**src/rtl/sync_fifo_param.sv**
```systemverilog
// -----------------------------------------------------------------------------
// sync_fifo_param
//   Parametrised single-clock FIFO for same-clock-domain paths.
//   Registered occupancy count, programmable almost-full / almost-empty flags
//   and a read-valid strobe. All flags are registered and derived from the
//   next-state count, so they line up with count in the same cycle.
//
// Build option:
//   SYNC_FIFO_ERR_EN  when defined, adds sticky overflow/underflow error
//                     registers and protocol assertions. When undefined,
//                     overflow/underflow are tied low. Data path and flags
//                     are identical in both builds.
//
// Parameters:
//   DATA_W     data width in bits
//   DEPTH      number of entries (power of 2, >= 4)
//   AF_THRESH  walmost_full when count >= AF_THRESH
//   AE_THRESH  ralmost_empty when count <= AE_THRESH
//
// Ports:
//   clk            in   1            single clock, posedge
//   rst            in   1            synchronous active-high reset
//   winc           in   1            write request
//   wdata          in   DATA_W       write data
//   wfull          out  1            count == DEPTH
//   walmost_full   out  1            count >= AF_THRESH
//   rinc           in   1            read request
//   rdata          out  DATA_W       registered read data
//   rvalid         out  1            rdata updated this cycle
//   rempty         out  1            count == 0
//   ralmost_empty  out  1            count <= AE_THRESH
//   count          out  CNT_W        occupancy 0..DEPTH
//   overflow       out  1            sticky write-while-full
//   underflow      out  1            sticky read-while-empty
// -----------------------------------------------------------------------------
module sync_fifo_param #(
    parameter int DATA_W    = 8,
    parameter int DEPTH     = 16,
    parameter int AF_THRESH = DEPTH - 2,
    parameter int AE_THRESH = 2
) (
    input  logic                     clk,
    input  logic                     rst,
    input  logic                     winc,
    input  logic [DATA_W-1:0]        wdata,
    output logic                     wfull,
    output logic                     walmost_full,
    input  logic                     rinc,
    output logic [DATA_W-1:0]        rdata,
    output logic                     rvalid,
    output logic                     rempty,
    output logic                     ralmost_empty,
    output logic [$clog2(DEPTH):0]   count,
    output logic                     overflow,
    output logic                     underflow
);

    localparam int ADDR_W = $clog2(DEPTH);
    localparam int CNT_W  = ADDR_W + 1;

    localparam logic [CNT_W-1:0]  C_DEPTH = CNT_W'(DEPTH);
    localparam logic [CNT_W-1:0]  C_AF    = CNT_W'(AF_THRESH);
    localparam logic [CNT_W-1:0]  C_AE    = CNT_W'(AE_THRESH);
    localparam logic [CNT_W-1:0]  C_ZERO  = '0;
    localparam logic [CNT_W-1:0]  C_ONE   = CNT_W'(1);
    localparam logic [ADDR_W-1:0] C_PINC  = ADDR_W'(1);

    // ------------------------------------------------------------------
    // Elaboration-time parameter sanity
    // ------------------------------------------------------------------
    if ((DEPTH < 4) || ((DEPTH & (DEPTH - 1)) != 0)) begin : g_bad_depth
        $error("sync_fifo_param: DEPTH must be a power of 2 and >= 4");
    end

    if (!((AE_THRESH > 0) && (AE_THRESH < AF_THRESH) && (AF_THRESH <= DEPTH))) begin : g_bad_thresh
        $error("sync_fifo_param: require 0 < AE_THRESH < AF_THRESH <= DEPTH");
    end

    // ------------------------------------------------------------------
    // State
    // ------------------------------------------------------------------
    logic [DATA_W-1:0] r_mem [DEPTH];
    logic [ADDR_W-1:0] r_wptr;
    logic [ADDR_W-1:0] r_rptr;
    logic [CNT_W-1:0]  r_count;
    logic [DATA_W-1:0] r_rdata;
    logic              r_rvalid;
    logic              r_full;
    logic              r_empty;
    logic              r_afull;
    logic              r_aempty;

    logic              w_wr_en;
    logic              w_rd_en;
    logic [CNT_W-1:0]  w_count_nxt;

    // Full gates writes even when a read is accepted in the same cycle, and
    // empty gates reads even when a write arrives: no fall-through path.
    assign w_wr_en = winc & ~r_full;
    assign w_rd_en = rinc & ~r_empty;

    always_comb begin
        w_count_nxt = r_count;
        case ({w_wr_en, w_rd_en})
            2'b10:   w_count_nxt = r_count + C_ONE;
            2'b01:   w_count_nxt = r_count - C_ONE;
            default: w_count_nxt = r_count;
        endcase
    end

    // ------------------------------------------------------------------
    // Storage: not reset. Reset still blocks a concurrent write so that
    // contents only ever change through an accepted write.
    // ------------------------------------------------------------------
    always_ff @(posedge clk) begin
        if (w_wr_en && !rst) begin
            r_mem[r_wptr] <= wdata;
        end
    end

    // ------------------------------------------------------------------
    // Pointers, count, read port and flags
    // ------------------------------------------------------------------
    always_ff @(posedge clk) begin
        if (rst) begin
            r_wptr   <= '0;
            r_rptr   <= '0;
            r_count  <= '0;
            r_rdata  <= '0;
            r_rvalid <= 1'b0;
            r_full   <= 1'b0;
            r_empty  <= 1'b1;
            r_afull  <= 1'b0;
            r_aempty <= 1'b1;
        end else begin
            if (w_wr_en) begin
                r_wptr <= r_wptr + C_PINC;
            end
            if (w_rd_en) begin
                r_rptr  <= r_rptr + C_PINC;
                r_rdata <= r_mem[r_rptr];
            end
            r_rvalid <= w_rd_en;
            r_count  <= w_count_nxt;
            // Flags come from the next count so they track count exactly.
            r_full   <= (w_count_nxt == C_DEPTH);
            r_empty  <= (w_count_nxt == C_ZERO);
            r_afull  <= (w_count_nxt >= C_AF);
            r_aempty <= (w_count_nxt <= C_AE);
        end
    end

    assign wfull         = r_full;
    assign rempty        = r_empty;
    assign walmost_full  = r_afull;
    assign ralmost_empty = r_aempty;
    assign rdata         = r_rdata;
    assign rvalid        = r_rvalid;
    assign count         = r_count;

    // ------------------------------------------------------------------
    // Optional error capture and protocol checks
    // ------------------------------------------------------------------
`ifdef SYNC_FIFO_ERR_EN
    logic r_overflow;
    logic r_underflow;

    always_ff @(posedge clk) begin
        if (rst) begin
            r_overflow  <= 1'b0;
            r_underflow <= 1'b0;
        end else begin
            if (winc && r_full) begin
                r_overflow <= 1'b1;
            end
            if (rinc && r_empty) begin
                r_underflow <= 1'b1;
            end
        end
    end

    assign overflow  = r_overflow;
    assign underflow = r_underflow;

    a_wdata_known : assert property (@(posedge clk) disable iff (rst)
        winc |-> !$isunknown(wdata));

    a_not_full_and_empty : assert property (@(posedge clk) disable iff (rst)
        !(r_empty && r_full));

    a_rdata_known : assert property (@(posedge clk) disable iff (rst)
        r_rvalid |-> !$isunknown(r_rdata));
`else
    assign overflow  = 1'b0;
    assign underflow = 1'b0;
`endif

endmodule
```
**config.mk**
```make
export PLATFORM = sky130hd
export DESIGN_NAME = sync_fifo_param
export DESIGN_NICKNAME = d
export VERILOG_FILES = /design/src/rtl/sync_fifo_param.sv
export SDC_FILE = /design/constraint.sdc
export NUM_CORES = 1
export LEC_CHECK = 0
export ABC_AREA = 0
export BUFFER_PORTS_ARGS = -buffer_cell sky130_fd_sc_hd__buf_4
export CAP_MARGIN = 20
export CORE_MARGIN = 2
export CORE_UTILIZATION = 48
export DETAILED_ROUTE_END_ITERATION = 8
export PLACE_DENSITY_LB_ADDON = 0.15
export SLEW_MARGIN = 30
export SYNTH_ARGS = -nofsm -noshare
export SYNTH_HDL_FRONTEND = slang
export SYNTH_SLANG_ARGS = --single-unit
```
**constraint.sdc**
```tcl
create_clock -name clk -period 4.7 [get_ports clk]
set_input_delay 0.94 -clock clk [delete_from_list [all_inputs] [get_ports clk]]
set_output_delay 0.94 -clock clk [all_outputs]
set_load 0.02 [all_outputs]
```
==> results of run 1 <==
report_power, final:
group          total (mW)  switching [mW]  internal (mW)
sequential           1.63          0.0912           1.53
combinational       0.545           0.270          0.275
clock                1.61           0.514           1.09
total                3.78           0.875           2.90
worst reg2reg max path: stages (launching register included):
cell and delay [ns]:
dfxtp_1 0.31, nand2b_4 0.26, inv_2 0.20, nand2_2 0.10, xnor2_1 0.17, ha_1 0.27, nor3b_1 0.22, a31oi_1 0.12
a221oi_2 0.31, xnor2_1 0.24, and4bb_1 0.25
layer usage:
layer,vias to the layer above,GRT usage [%],part of all wire [%],wire length [um]
li1,1469,-,-,-
met1,1639,24.71,43,5110
met2,85,31.03,51,6047
met3,8,4.428,5.0,594
met4,0,7.059,0.66,78
met5,-,0,0,0
per-stage QoR:
step	hold WS, ns	utilization [%]
2_1_floorplan	0.4817	-
3_3_place_gp	0.4732	51.83
3_5_place_dp	0.4793	51.85
4_1_cts	0.4950	57.48
5_1_grt	0.5165	57.48
6_report	0.4908	57.48
cell families after synthesis:
family | synth area share [%]
DFF | 70.87
AOI/OAI and AO/OA | 5.486
xor gates and xnor gates | 1.930
adders and majority gates | 1.422
and+or+nand+nor | 5.608
other | 0.06089
muxes | 11.87
buffers and inverters | 2.763
sequential cells by signal, summed over array words and instances, names as in the netlist:
name / count
count: 5
r_mem: 128
rempty: 1
rdata: 8
r_wptr: 4
wfull: 1
r_rptr: 4
rvalid: 1
walmost_full: 1
ralmost_empty: 1
cell type report:
cell class                 instances  share of cell area [%]
inverter                           8                  0.4849
clock inverter                    11                   3.291
sequential                       154                   60.46
tap                              172                   2.979
multi-input combinational        176                   22.53
clock buffer                      21                   6.512
timing repair buffer              36                   3.741
how the worst min path moves through the flow:
| stage | cells after the start | to | slack [ns] |
|---|---|---|---|
| after floorplan | 2 | r_wptr[1]$_SDFFE_PP0P_ | 0.48 |
| after global placement | 2 | rdata[3]$_SDFFE_PP0P_ | 0.47 |
| after detailed placement | 2 | rdata[4]$_SDFFE_PP0P_ | 0.48 |
| after CTS | 2 | rdata[4]$_SDFFE_PP0P_ | 0.49 |
| after global routing | 2 | rdata[4]$_SDFFE_PP0P_ | 0.52 |
| final | 2 | rdata[2]$_SDFFE_PP0P_ | 0.49 |
placed cells by master (no fill, tap or decap), types with 3 or more instances in the layout:
| cell type | netlist | routed |
|---|---|---|
| a21oi_1 | 21 | 21 |
| a22oi_1 | 16 | 16 |
| buf_4 | 3 | 36 |
| bufinv_16 | 0 | 7 |
| clkbuf_16 | 0 | 17 |
| clkbuf_8 | 0 | 3 |
| dfxtp_1 | 26 | 25 |
| edfxtp_1 | 128 | 128 |
| ha_1 | 7 | 7 |
| inv_1 | 6 | 6 |
| mux4_2 | 32 | 32 |
| nand2_1 | 13 | 13 |
| nor2_1 | 35 | 35 |
| nor2b_1 | 4 | 4 |
| nor3_1 | 7 | 7 |
| xnor2_1 | 5 | 5 |
| xor2_1 | 6 | 6 |
==> impl_metrics.json, run 1 <==
{
  "reg2reg_from": "rempty$_SDFF_PP1_",
  "cp_top_family": "simple AND/OR/NAND/NOR gates",
  "regToRegSetupSlack_ns": 2.14,
  "crit_chain": "buf_4 -> nand2b_4 -> inv_2 -> nand2_2 -> xnor2_1 -> ha_1 -> nor3b_1 -> a31oi_1 -> a221oi_2 -> xnor2_1 -> and4bb_1",
  "cts_made_buffers": 17,
  "post_cts_buffers": 0,
  "fin_skew_ns": 0.008644,
  "grt_usage_pct": 18.88,
  "antenna_cells": 0,
  "cts_tree": "built",
  "worst_pin_slew_ns": 0.9241,
  "remaining_drc_errors": 0,
  "root_buffer": "clkbuf_16",
  "clkTransAtPathRegs_ns": 0.06,
  "cp.depth": 11,
  "synth_edf_count": 128,
  "r2r-end": "wfull$_SDFF_PP0_",
  "drt_iter0_markers": 241,
  "reg2reg_depth": 10,
  "p_leak_nw": 2.414,
  "pre_cts_ws_ns": 1.508,
  "fp.dieH_um": 117.3,
  "fin_ws_ns": 1.912,
  "yosys.area.top_type_share_pct": 62.41,
  "htree_levels": 4,
  "ys_seq_area_share_pct": 70.87,
  "multi_input_area_um2": 1628,
  "postRouteAntennaNets": 0,
  "setup_violations": 0,
  "grt_pass1_wl_um": 18020,
  "yosysWarnings": 0,
  "rows": 41,
  "ir_worst_vdd_uv": 376.8,
  "yosysMostFrequentCell": "edfxtp_1",
  "die_area_um2": 13750,
  "die_w_um": 117.3,
  "outcome": "finished clean",
  "power_mw": 3.776,
  "gp_congestion": 0.7596,
  "end_kind": "register",
  "dpl.hpwl_um": 7398,
  "wl_per_cell_um": 20.47,
  "synth.area.top_cells": "edfxtp_1 62%, mux4_2 12%, dfxtp_1 8.5%",
  "startpoint": "rinc",
  "grt_pass1_vias": 3231,
  "first_pass_iters": 4,
  "cp_slowest_cell": "a221oi_2",
  "hp-start": "rdata[2]$_SDFFE_PP0P_",
  "fillCellCount": 999,
  "synthTopCellsByCount": "128 x edfxtp_1, 35 x nor2_1, 32 x mux4_2, 26 x dfxtp_1, 21 x a21oi_1",
  "fin_cells": 578,
  "path_max_fanout": 23,
  "syn_inst": 361,
  "hold_buffers": 0,
  "grt_max_degree": 36,
  "rsz0062_at_grt": "false",
  "area_growth_pct": 17.31,
  "critical_path_required_ns": 5.01,
  "startpoint_type": "input port",
  "setup_tns_ns": 0,
  "worstSkewPairLatency_ns": 0.42,
  "power.density_nw_per_um2": 522.7,
  "cts.sinks": 154,
  "placed_area_um2": 6516,
  "ios": 32,
  "critPathMostFrequentCell": "xnor2_1",
  "drive_gt1_share_pct": 26.11,
  "post-place-cells": 546,
  "post-route-min-period_ns": 2.788,
  "grt-ovfl-total": 0,
  "vias_per_cell": 5.538,
  "regArea_um2": 4368,
  "crit_type": "input port to register",
  "nets": 412,
  "synth_top_cell_by_area": "edfxtp_1",
  "cp.arrival_ns": 3.10,
  "synth_area_um2": 6158,
  "fmax_mhz": 358.7,
  "fin_crit_sh_pct": 59.32,
  "synth_area_per_cell_um2": 17.06,
  "ys.flop_type": "edfxtp_1",
  "port_buffers": 29,
  "cap_violations": 0,
  "cpPeakStageDelay_ns": 0.31,
  "cts_buffer_depth": 2,
  "coreArea_um2": 12570,
  "routed_wl_um": 11830,
  "endpoint": "wfull$_SDFF_PP0_",
  "fin_area_um2": 7224,
  "hold_class": "register to register",
  "synth_cell_types": 47,
  "initial_utilization_pct": 49.00,
  "maxSlewViolCount": 0,
  "finalHoldViolations": 0,
  "path_buf_inv": 2,
  "num_vias": 3201,
  "ys_ff_latch": 154,
  "async_flop_share_pct": 0,
  "grt_antenna_before_repair": 0,
  "relSlewSlack_pct": 38.16,
  "cts_resized": 0
}
Note: power is estimated with default switching activity, not from simulation.
==> run 2, diff against run 1 <==
==> constraint.sdc (replaced) <==
create_clock -name clk -period 2.4 [get_ports clk]
set_input_delay 0.48 -clock clk [delete_from_list [all_inputs] [get_ports clk]]
set_output_delay 0.48 -clock clk [all_outputs]
set_load 0.02 [all_outputs]
==> run 2 against run 1 <==
  * Die area unchanged
  * Sequential share of layout area decreased by 1.2 points
  * Final area rose by 2.0%
  * Power rose by 86%
  * Critical path type is now register to register
  * Highest routed layer unchanged
==> impl_metrics.json, run 2 (synthesis results as in run 1) <==
{
  "outcome": "finished clean",
  "hold_class": "input port to register",
  "maxSlewViolCount": 0,
  "startpoint_type": "register",
  "fin_crit_sh_pct": 92.60,
  "cts_made_buffers": 17,
  "setup_violations": 0,
  "cp.arrival_ns": 2.53,
  "gp_congestion": 0.8110,
  "grt_antenna_before_repair": 0,
  "regMostFlops": "r_mem",
  "path_buf_inv": 3,
  "rows": 41,
  "port_buffers": 29,
  "nets": 441,
  "cp_slowest_cell": "dfxtp_1",
  "placed_area_um2": 6756,
  "remaining_drc_errors": 0,
  "clkTransAtPathRegs_ns": 0.06,
  "antenna_cells": 0,
  "fmax_mhz": 450.0,
  "wl_per_cell_um": 19.90,
  "path_max_fanout": 6,
  "grt_pass1_vias": 3217,
  "first_pass_iters": 4,
  "worstSkewPairLatency_ns": 0.42,
  "setup_tns_ns": 0,
  "htree_levels": 4,
  "vias_per_cell": 5.448,
  "die_w_um": 117.3,
  "critPathMostFrequentCell": "buf_4",
  "internal_power_mw": 5.179,
  "fp.dieH_um": 117.3,
  "power_mw": 7.021,
  "cts_buffer_depth": 2,
  "cp_top_family": "compound AO/OA/AOI/OAI gates",
  "grt-ovfl-total": 0,
  "power.density_nw_per_um2": 952.7,
  "pwr-share-seq_pct": 43.9,
  "coreArea_um2": 12570,
  "grt_usage_pct": 19.35,
  "p_leak_nw": 2.511,
  "ios": 32,
  "cap_violations": 0,
  "cts.sinks": 154,
  "p_comb_share_pct": 18.6,
  "drt_iter0_markers": 225,
  "fillCellCount": 956,
  "die_area_um2": 13750,
  "dpl.hpwl_um": 7778,
  "rsz0062_at_grt": "false",
  "root_buffer": "clkbuf_16",
  "grt_max_degree": 36,
  "end_kind": "register",
  "post_cts_buffers": 0,
  "crit_chain": "nor2b_1 -> buf_4 -> inv_6 -> buf_4 -> ha_1 -> a21oi_1 -> nor3_1 -> or2_1 -> a221o_1 -> a41o_1",
  "num_vias": 3307,
  "pre_cts_ws_ns": -0.2458,
  "mostFrequentLayoutCells": "128 x edfxtp_1, 63 x buf_4, 35 x nor2_1, 32 x mux4_2, 25 x dfxtp_1",
  "postRouteAntennaNets": 0,
  "fin_skew_ns": 0.007441,
  "cpPeakStageDelay_ns": 0.31,
  "grt_pass1_wl_um": 18510,
  "p_clk_share_pct": 37.5,
  "finalHoldViolations": 0,
  "p_sw_mw": 1.842,
  "ir_worst_vdd_uv": 438.1,
  "drive_gt1_share_pct": 32.41,
  "cts_tree": "built",
  "fin_ws_ns": 0.1776,
  "area_growth_pct": 19.67,
  "post-route-min-period_ns": 2.222,
  "cts_resized": 0,
  "regToRegSetupSlack_ns": 0.18,
  "routed_wl_um": 12080,
  "fin_area_um2": 7370,
  "critical_path_required_ns": 2.71,
  "crit_type": "register to register",
  "largest_reg_flops": 128,
  "p_sw_share_pct": 26.24,
  "layout_commonest_cell": "edfxtp_1",
  "initial_utilization_pct": 49.00,
  "hold_buffers": 0
}
## run 2: area by class of cell
class,instances,area [um2],area share [%]
Multi-Input combinational cell,176,1650,22.39
Tap cell,172,215.2,2.920
Sequential cell,154,4365,59.24
Clock inverter,15,165.2,2.241
Timing Repair Buffer,65,513.0,6.961
Clock buffer,17,425.4,5.772
Inverter,8,35.03,0.4754
## run 2: power groups by stage
stage          Sequential [mW]  Clock, mW  Combinational (mW)
2_1_floorplan             3.20          0               0.820
6_report                  3.08       2.63                1.30
5_1_grt                   3.10       2.78                1.43
4_1_cts                   3.08       2.66                1.29
3_3_place_gp              3.14          0                1.26
3_5_place_dp              3.14          0                1.28
## run 2: final timing paths
| check | end | cells after the start | startpoint |
|---|---|---|---|
| worst max-delay path | ralmost_empty$_SDFF_PP1_ | 10 | wfull$_SDFF_PP0_ |
| worst min-delay path | r_mem[0][3]$_DFFE_PP_ | 1 | wdata[3] |
| worst max register to register | ralmost_empty$_SDFF_PP1_ | 10 | wfull$_SDFF_PP0_ |
| worst min register to register | rdata[1]$_SDFFE_PP0P_ | 2 | rdata[1]$_SDFFE_PP0P_ |
## run 2: per-layer routing
layer	track usage (%)	part of all wire (%)
met5	0	0
met4	7.451	1.7
met3	5.304	4.9
met2	30.61	50
met1	25.80	43
## run 2: stage by stage
step | hold slack [ns] | utilization, % | instances
2_1_floorplan | 0.4817 | - | 362
3_3_place_gp | 0.4708 | 53.76 | 575
3_5_place_dp | 0.4810 | 53.76 | 575
4_1_cts | 0.3574 | 58.46 | 607
5_1_grt | 0.3645 | 58.64 | 607
6_report | 0.3675 | 58.64 | 607
